`src/rtl/keypad_multitap.sv`:
```
// keypad_multitap: 4x4 matrix keypad scanner with debounce and phone-style
// multi-tap letter entry (keys 0..7 carry ABC..WXYZ, key 12 commits the
// pending letter, key 13 clears it, key 14 submits the word).
// Optional feature: define MULTITAP_TIMEOUT_EN to close an open tap chain
// after TAP_TIMEOUT idle cycles; without it no tap counter is built.
module keypad_multitap #(
  parameter int SCAN_DIV       = 1000,
  parameter int DEBOUNCE_SCANS = 4,
  parameter int TAP_TIMEOUT    = 10_000_000
) (
  input  logic       clk,
  input  logic       nRst,
  input  logic [3:0] row,
  output logic [3:0] col,
  output logic [7:0] pend_letter,
  output logic       pend_valid,
  output logic [7:0] letter,
  output logic       letter_strobe,
  output logic       word_strobe,
  output logic       key_err
);

  localparam int DIV_W = (SCAN_DIV > 1) ? $clog2(SCAN_DIV) : 1;
  localparam int DB_W  = $clog2(DEBOUNCE_SCANS + 1);

  localparam logic [DIV_W-1:0] DIV_LAST  = DIV_W'(SCAN_DIV - 1);
  localparam logic [DB_W-1:0]  DB_TARGET = DB_W'(DEBOUNCE_SCANS);

  localparam logic [1:0] IDLE = 2'd0;
  localparam logic [1:0] TAP  = 2'd1;
  localparam logic [1:0] HOLD = 2'd2;

  localparam logic [3:0] KEY_SUBMIT_LETTER = 4'd12;
  localparam logic [3:0] KEY_CLEAR         = 4'd13;
  localparam logic [3:0] KEY_SUBMIT_WORD   = 4'd14;

  // First ASCII letter printed on each letter key.
  function automatic logic [7:0] group_first(input logic [2:0] g);
    logic [7:0] l;
    case (g)
      3'd0:    l = 8'h41;  // A
      3'd1:    l = 8'h44;  // D
      3'd2:    l = 8'h47;  // G
      3'd3:    l = 8'h4A;  // J
      3'd4:    l = 8'h4D;  // M
      3'd5:    l = 8'h50;  // P
      3'd6:    l = 8'h54;  // T
      default: l = 8'h57;  // W
    endcase
    return l;
  endfunction

  // Last ASCII letter printed on each letter key; the chain wraps after it.
  function automatic logic [7:0] group_last(input logic [2:0] g);
    logic [7:0] l;
    case (g)
      3'd0:    l = 8'h43;  // C
      3'd1:    l = 8'h46;  // F
      3'd2:    l = 8'h49;  // I
      3'd3:    l = 8'h4C;  // L
      3'd4:    l = 8'h4F;  // O
      3'd5:    l = 8'h53;  // S
      3'd6:    l = 8'h56;  // V
      default: l = 8'h5A;  // Z
    endcase
    return l;
  endfunction

  logic [3:0]       row_meta;
  logic [3:0]       row_sync;
  logic [DIV_W-1:0] div_cnt;
  logic [1:0]       col_idx;
  logic             dwell_end;
  logic             scan_done;

  logic             col_hit;
  logic [1:0]       col_row;
  logic [3:0]       col_k;
  logic             scan_hit;
  logic [3:0]       scan_k;
  logic             merged_hit;
  logic [3:0]       merged_k;
  logic [4:0]       scan_res;

  logic [4:0]       cand;
  logic [DB_W-1:0]  db_cnt;
  logic [DB_W-1:0]  next_cnt;
  logic [4:0]       stable;
  logic             press;
  logic [3:0]       press_k;

  logic             is_letter;
  logic             is_submit;
  logic             is_clear;
  logic             is_word;

  logic [1:0]       state;
  logic [2:0]       cur_group;

  assign dwell_end = (div_cnt == DIV_LAST);
  assign scan_done = dwell_end && (col_idx == 2'd3);
  assign col       = 4'b0001 << col_idx;

  // Two-flop synchroniser for the asynchronous row lines.
  always_ff @(posedge clk or negedge nRst) begin
    if (!nRst) begin
      row_meta <= 4'd0;
      row_sync <= 4'd0;
    end else begin
      row_meta <= row;
      row_sync <= row_meta;
    end
  end

  // Dwell counter and column rotation: each column is driven SCAN_DIV cycles.
  always_ff @(posedge clk or negedge nRst) begin
    if (!nRst) begin
      div_cnt <= '0;
      col_idx <= 2'd0;
    end else if (dwell_end) begin
      div_cnt <= '0;
      col_idx <= col_idx + 2'd1;
    end else begin
      div_cnt <= div_cnt + DIV_W'(1);
    end
  end

  // Lowest active row in the current column gives the candidate key index.
  always_comb begin
    col_hit = |row_sync;
    col_row = 2'd0;
    if (row_sync[0])      col_row = 2'd0;
    else if (row_sync[1]) col_row = 2'd1;
    else if (row_sync[2]) col_row = 2'd2;
    else if (row_sync[3]) col_row = 2'd3;
    col_k = {col_row, col_idx};
  end

  // Merge this column's sample with the scan so far, keeping the lowest k.
  always_comb begin
    merged_hit = scan_hit;
    merged_k   = scan_k;
    if (col_idx == 2'd0) begin
      merged_hit = col_hit;
      merged_k   = col_hit ? col_k : 4'd0;
    end else if (col_hit && (!scan_hit || (col_k < scan_k))) begin
      merged_hit = 1'b1;
      merged_k   = col_k;
    end
    scan_res = {merged_hit, merged_k};
  end

  // Hold the partial scan result between column dwells.
  always_ff @(posedge clk or negedge nRst) begin
    if (!nRst) begin
      scan_hit <= 1'b0;
      scan_k   <= 4'd0;
    end else if (dwell_end) begin
      scan_hit <= merged_hit;
      scan_k   <= merged_k;
    end
  end

  // Run length of identical full-scan results, saturating at the target.
  always_comb begin
    if (scan_res == cand) begin
      next_cnt = (db_cnt == DB_TARGET) ? db_cnt : db_cnt + DB_W'(1);
    end else begin
      next_cnt = DB_W'(1);
    end
  end

  // Debounce: accept a result after enough identical scans, pulse on new key.
  always_ff @(posedge clk or negedge nRst) begin
    if (!nRst) begin
      cand    <= 5'd0;
      db_cnt  <= '0;
      stable  <= 5'd0;
      press   <= 1'b0;
      press_k <= 4'd0;
    end else begin
      press <= 1'b0;
      if (scan_done) begin
        cand   <= scan_res;
        db_cnt <= next_cnt;
        if ((next_cnt == DB_TARGET) && (scan_res != stable)) begin
          stable  <= scan_res;
          press   <= scan_res[4];
          press_k <= scan_res[3:0];
        end
      end
    end
  end

  assign is_letter = press && !press_k[3];
  assign is_submit = press && (press_k == KEY_SUBMIT_LETTER);
  assign is_clear  = press && (press_k == KEY_CLEAR);
  assign is_word   = press && (press_k == KEY_SUBMIT_WORD);

`ifdef MULTITAP_TIMEOUT_EN
  localparam int TO_W = $clog2(TAP_TIMEOUT + 1);
  localparam logic [TO_W-1:0] TO_MAX = TO_W'(TAP_TIMEOUT);

  logic [TO_W-1:0] tap_cnt;
  logic            timed_out;

  assign timed_out = (tap_cnt == TO_MAX);

  // Idle-cycle counter since the last letter tap, saturating at the timeout.
  always_ff @(posedge clk or negedge nRst) begin
    if (!nRst) begin
      tap_cnt <= '0;
    end else if (is_letter) begin
      tap_cnt <= '0;
    end else if (!timed_out) begin
      tap_cnt <= tap_cnt + TO_W'(1);
    end
  end
`else
  logic unused_timeout_cfg;
  assign unused_timeout_cfg = (TAP_TIMEOUT > 0);
`endif

  // Multi-tap FSM: builds the pending letter and issues the one-cycle strobes.
  always_ff @(posedge clk or negedge nRst) begin
    if (!nRst) begin
      state         <= IDLE;
      cur_group     <= 3'd0;
      pend_letter   <= 8'h00;
      pend_valid    <= 1'b0;
      letter        <= 8'h00;
      letter_strobe <= 1'b0;
      word_strobe   <= 1'b0;
      key_err       <= 1'b0;
    end else begin
      letter_strobe <= 1'b0;
      word_strobe   <= 1'b0;
      key_err       <= 1'b0;
      if (is_letter) begin
        if ((state == TAP) && (cur_group == press_k[2:0])) begin
          if (pend_letter == group_last(cur_group)) begin
            pend_letter <= group_first(cur_group);
          end else begin
            pend_letter <= pend_letter + 8'd1;
          end
        end else begin
          pend_letter <= group_first(press_k[2:0]);
          cur_group   <= press_k[2:0];
        end
        pend_valid <= 1'b1;
        state      <= TAP;
      end else if (is_submit) begin
        if ((state == TAP) || (state == HOLD)) begin
          letter        <= pend_letter;
          letter_strobe <= 1'b1;
          pend_valid    <= 1'b0;
          state         <= IDLE;
        end else begin
          key_err <= 1'b1;
        end
      end else if (is_clear) begin
        pend_valid <= 1'b0;
        state      <= IDLE;
      end else if (is_word) begin
        word_strobe <= 1'b1;
      end else begin
`ifdef MULTITAP_TIMEOUT_EN
        if ((state == TAP) && timed_out) begin
          state <= HOLD;
        end
`endif
      end
    end
  end

endmodule

```
`config.mk`:
```
export PLATFORM = sky130hd
export DESIGN_NAME = keypad_multitap
export DESIGN_NICKNAME = d
export VERILOG_FILES = /design/src/rtl/keypad_multitap.sv
export SDC_FILE = /design/constraint.sdc
export NUM_CORES = 1
export LEC_CHECK = 0
export CAP_MARGIN = 0
export CORE_MARGIN = 2
export CORE_UTILIZATION = 40
export CTS_BUF_LIST = sky130_fd_sc_hd__clkbuf_2 sky130_fd_sc_hd__clkbuf_4 sky130_fd_sc_hd__clkbuf_8
export DETAILED_ROUTE_END_ITERATION = 8
export MAX_ROUTING_LAYER = met4
export PLACE_DENSITY = 0.57
export SETUP_SLACK_MARGIN = 0.2
export SLEW_MARGIN = 10
export SYNTH_ARGS = -nofsm -noshare
export SYNTH_HDL_FRONTEND = slang
export SYNTH_SLANG_ARGS = --single-unit
```
`constraint.sdc`:
```
create_clock -name clk -period 3.35 [get_ports clk]
set_clock_uncertainty 0.05 [all_clocks]
set_input_delay 0.5025 -clock clk [delete_from_list [all_inputs] [get_ports clk]]
set_output_delay 0.5025 -clock clk [all_outputs]
set_load 0.01 [all_outputs]
```
==> results.cfg <==
[worst_setup_path]
cp.arrival_ns = 3.24
worst_ep_required_time_ns = 3.52
critical_path.endpoint_type = flop
worst_path_largest_cell_delay_ns = 0.55
cp_slowest_cell = or4_4
critPathLaunchType = flop
path_class = reg2reg
timing.critical_path.fanout_max = 5
worstPathCellList = buf_4, ha_1, a21oi_4, or3_4, and4_4, o21a_1, or4_4, or3_2, and4_1

[floorplan]
floorplan.die_area_mm2 = 0.00929
floorplan.core_area_mm2 = 0.00826
die_h_um = 96.4
pin_count = 30
placement_rows = 33
floorplan.initialDensity_pct = 41.4
die_boundary_width_um = 96.4

[synth]
synth_area_mm2 = 0.00342
ys_seq_area_share_pct = 45.4
synth.largest_area_cell = dfrtp_1
yosys_register_bits = 62
synth-main-ff-cell = dfrtp_1
synth_warnings = 0
syn-instance-count = 356
synth_edf_count = 0
synth.net_count = 372
fraction_of_registers_with_async_set_or_reset_after_synthesis_pct = 100
yosys-top-cells-area = dfrtp_1 (45%), nand2_1 (6.7%), o21ai_0 (3.8%)
post-synth-top-area-fraction_pct = 45.4
synth.avg_cell_area_um2 = 9.59
synth_cell_types = 62

[power_and_ir_drop]
cell_internal_pwr_uw = 1270
pwr-share-comb_pct = 2.7
power.sequential.fraction_pct = 46.8
sw_power_uw = 347
irDropWorstVdd_mv = 0.275
power_per_cell_area_mw_per_mm2 = 389
power.static_leakage_uw = 0.00185
clock_power_share_pct = 50.5
switching_share_pct = 21.5

[placed_design]
place_hpwl_um = 5130
dpl.cell_count = 484
io_buffers = 29
routabilityCongestion = 0.808

[global_routing]
grt_pass1_wl_um = 12400
globalRouteOverflowTotal = 0
maximum_number_of_pins_on_one_net_before_global_route_repair = 32
via_count_of_the_first_global_routing_pass = 2587
grtUsageTotal_pct = 17.7
grt_antenna_before_repair = 0

[layout]
final_common_cell = dfrtp_1
layout-drive-gt1-share_pct = 15.5
ff_latch_area_mm2 = 0.00155
finish.net_count = 412
layout.cells.most_common_list = dfrtp_1 (62), nand2_1 (60), clkdlybuf4s50_1 (28)
multi_input_comb_area_mm2 = 0.00178
layoutNonFillerInstCount = 506
syn2layout_area_growth_pct = 21.3
fill_cells = 769
num_antenna_cells = 0

[sta]
worst_slew_margin_rel_pct = 53.5
setup_total_negative_slack_ns = 0
setup-violations-final = 0
timing.final.hold_violations = 0
post-route-min-period_ns = 3.06
tightestPinTransition_ns = 0.697
drv_slew = 0
setup_repair_after_global_routing_missed_its_margin = no
period_share_pct = 91.5
max_freq_ghz = 0.326

[detailed_routing]
via_count = 2659
drt_iter0_drc = 131
drc_errors = 0
firstDrtPassIters = 4
number_of_nets_with_antenna_violations_after_detailed_routing = 0
viasPerCell = 5.25
detail_route.wl_per_cell_um = 14.2
wl_um = 7210

[clock_tree]
clock_latency_on_the_worst_skew_pair_ns = 0.34
clk_root_buffer_cell = clkbuf_8
cts-buffers-inserted = 9
cts_hold_repair.buffers = 0
clockBufferDepth = 2
worst_setup_hold_path_clk_slew_ns = 0.08
cts_tree = yes
htreeDepth = 3
cts.sinks = 62

[run]
maxCapViolCount = 0

[min_path]
hold_class = in2async

[status]
outcome = completed
[stage by stage]
stage | setup WS (ns) | power, µW | hold slack [ns] | cell area (µm²) | utilization [%]
after floorplan | 0.253 | 786 | 0.157 | 3420 | -
after global placement | 0.259 | 813 | 0.284 | 3830 | 46.3
after detailed placement | 0.195 | 814 | 0.285 | 3830 | 46.3
after CTS | 0.226 | 1640 | 0.156 | 4100 | 49.6
after global routing | 0.160 | 1680 | 0.202 | 4140 | 50.2
final | 0.286 | 1610 | 0.150 | 4140 | 50.2
[sequential cells by signal (all words and copies together), names as in the netlist]
signal and cells:
col_idx 2, cur_group 3, word_strobe 1, cand 5, key_err 1, scan_k 4
db_cnt 3, row_sync 4, letter_strobe 1, letter 8, row_meta 4, scan_hit 1
pend_letter 8, div_cnt 10, press 1, state 1, stable 5
[cell type report]
cell class,count,area share [%]
Clock buffer,9,2.99
Clock inverter,7,2.93
Inverter,13,1.18
Multi-Input combinational cell,267,42.9
Sequential cell,62,37.5
Tap cell,105,3.17
Timing Repair Buffer,43,9.42
[layer usage]
| layer | wire length (µm) | GRT usage, % |
|---|---|---|
| met1 | 3390 | 21.9 |
| met2 | 3490 | 29.3 |
| met3 | 242 | 3.49 |
| met4 | 90 | 5.75 |
| met5 | 0 | - |
[power groups by stage]
stage / Combinational (µW) / Clock [µW] / Sequential (µW)
floorplan: 16.7 / 0 / 770
global placement: 43.1 / 0 / 770
detailed placement: 43.8 / 0 / 770
CTS: 43.9 / 841 / 755
global route: 49.7 / 873 / 756
finish: 43.1 / 814 / 755
[kinds of logic after synthesis]
| family | Yosys count | share of synthesized area [%] |
|---|---|---|
| buffers and inverters | 27 | 3.55 |
| AOI/OAI and AO/OA | 75 | 15.3 |
| and+or+nand+nor | 145 | 21.9 |
| xor gates and xnor gates | 26 | 6.67 |
| DFF | 62 | 45.4 |
| adders and majority gates | 10 | 3.66 |
| muxes | 11 | 3.48 |
[critical path: cells and delay by family (launching register included)]
kind / cells / cell delay (ns)
DFF: 1 / 0.39
AOI/OAI and AO/OA: 2 / 0.26
and+or+nand+nor: 5 / 1.79
buffers and inverters: 1 / 0.15
adders and majority gates: 1 / 0.32
[worst paths after layout]
kind                                   startpoint                         end  slack, ns  depth (start not counted)
max                        col_idx[1]$_DFFE_PN0N_             press$_DFF_PN0_       0.29                          9
min                                          nRst       letter[2]$_DFFE_PN0P_       0.15                          1
min in group clk            row_meta[2]$_DFF_PN0_       row_sync[2]$_DFF_PN0_       0.30                          0
max in group asynchronous                    nRst  pend_letter[2]$_DFFE_PN0P_       2.37                          2
max reg2reg                col_idx[1]$_DFFE_PN0N_             press$_DFF_PN0_       0.29                          9
min reg2reg                 row_meta[2]$_DFF_PN0_       row_sync[2]$_DFF_PN0_       0.30                          0
[cell usage after synthesis (2+ instances only)]
library cell and n:
xnor2_1 13, a31oi_1 2, o21ai_0 26, inv_1 11, o31ai_1 2, nand3_1 14, or4_4 2, or3_2 2
nor3_1 8, o211ai_1 2, nor2_1 17, a21oi_1 18, a211o_1 2, a21o_1 3, clkbuf_1 12, clkinv_1 2
ha_1 10, a211oi_1 4, and2_2 3, mux2i_1 7, nand2b_1 2, clkbuf_8 2, nor4b_1 2, nand4_1 2
o21a_1 2, and3_1 5, nand2_1 61, nor2b_1 9, dfrtp_1 62, and3_2 2, xor2_1 13, mux2_2 3
and4_1 2
[timing repair]
item / 4_1_cts / 5_1_grt
gates cloned: 0 / 0
pin swaps: 0 / 4
setup endpoints to repair: 1 / 7
setup buffers: 3 / 3
resized for setup: 0 / 5
(Power assumes the default switching activity.)
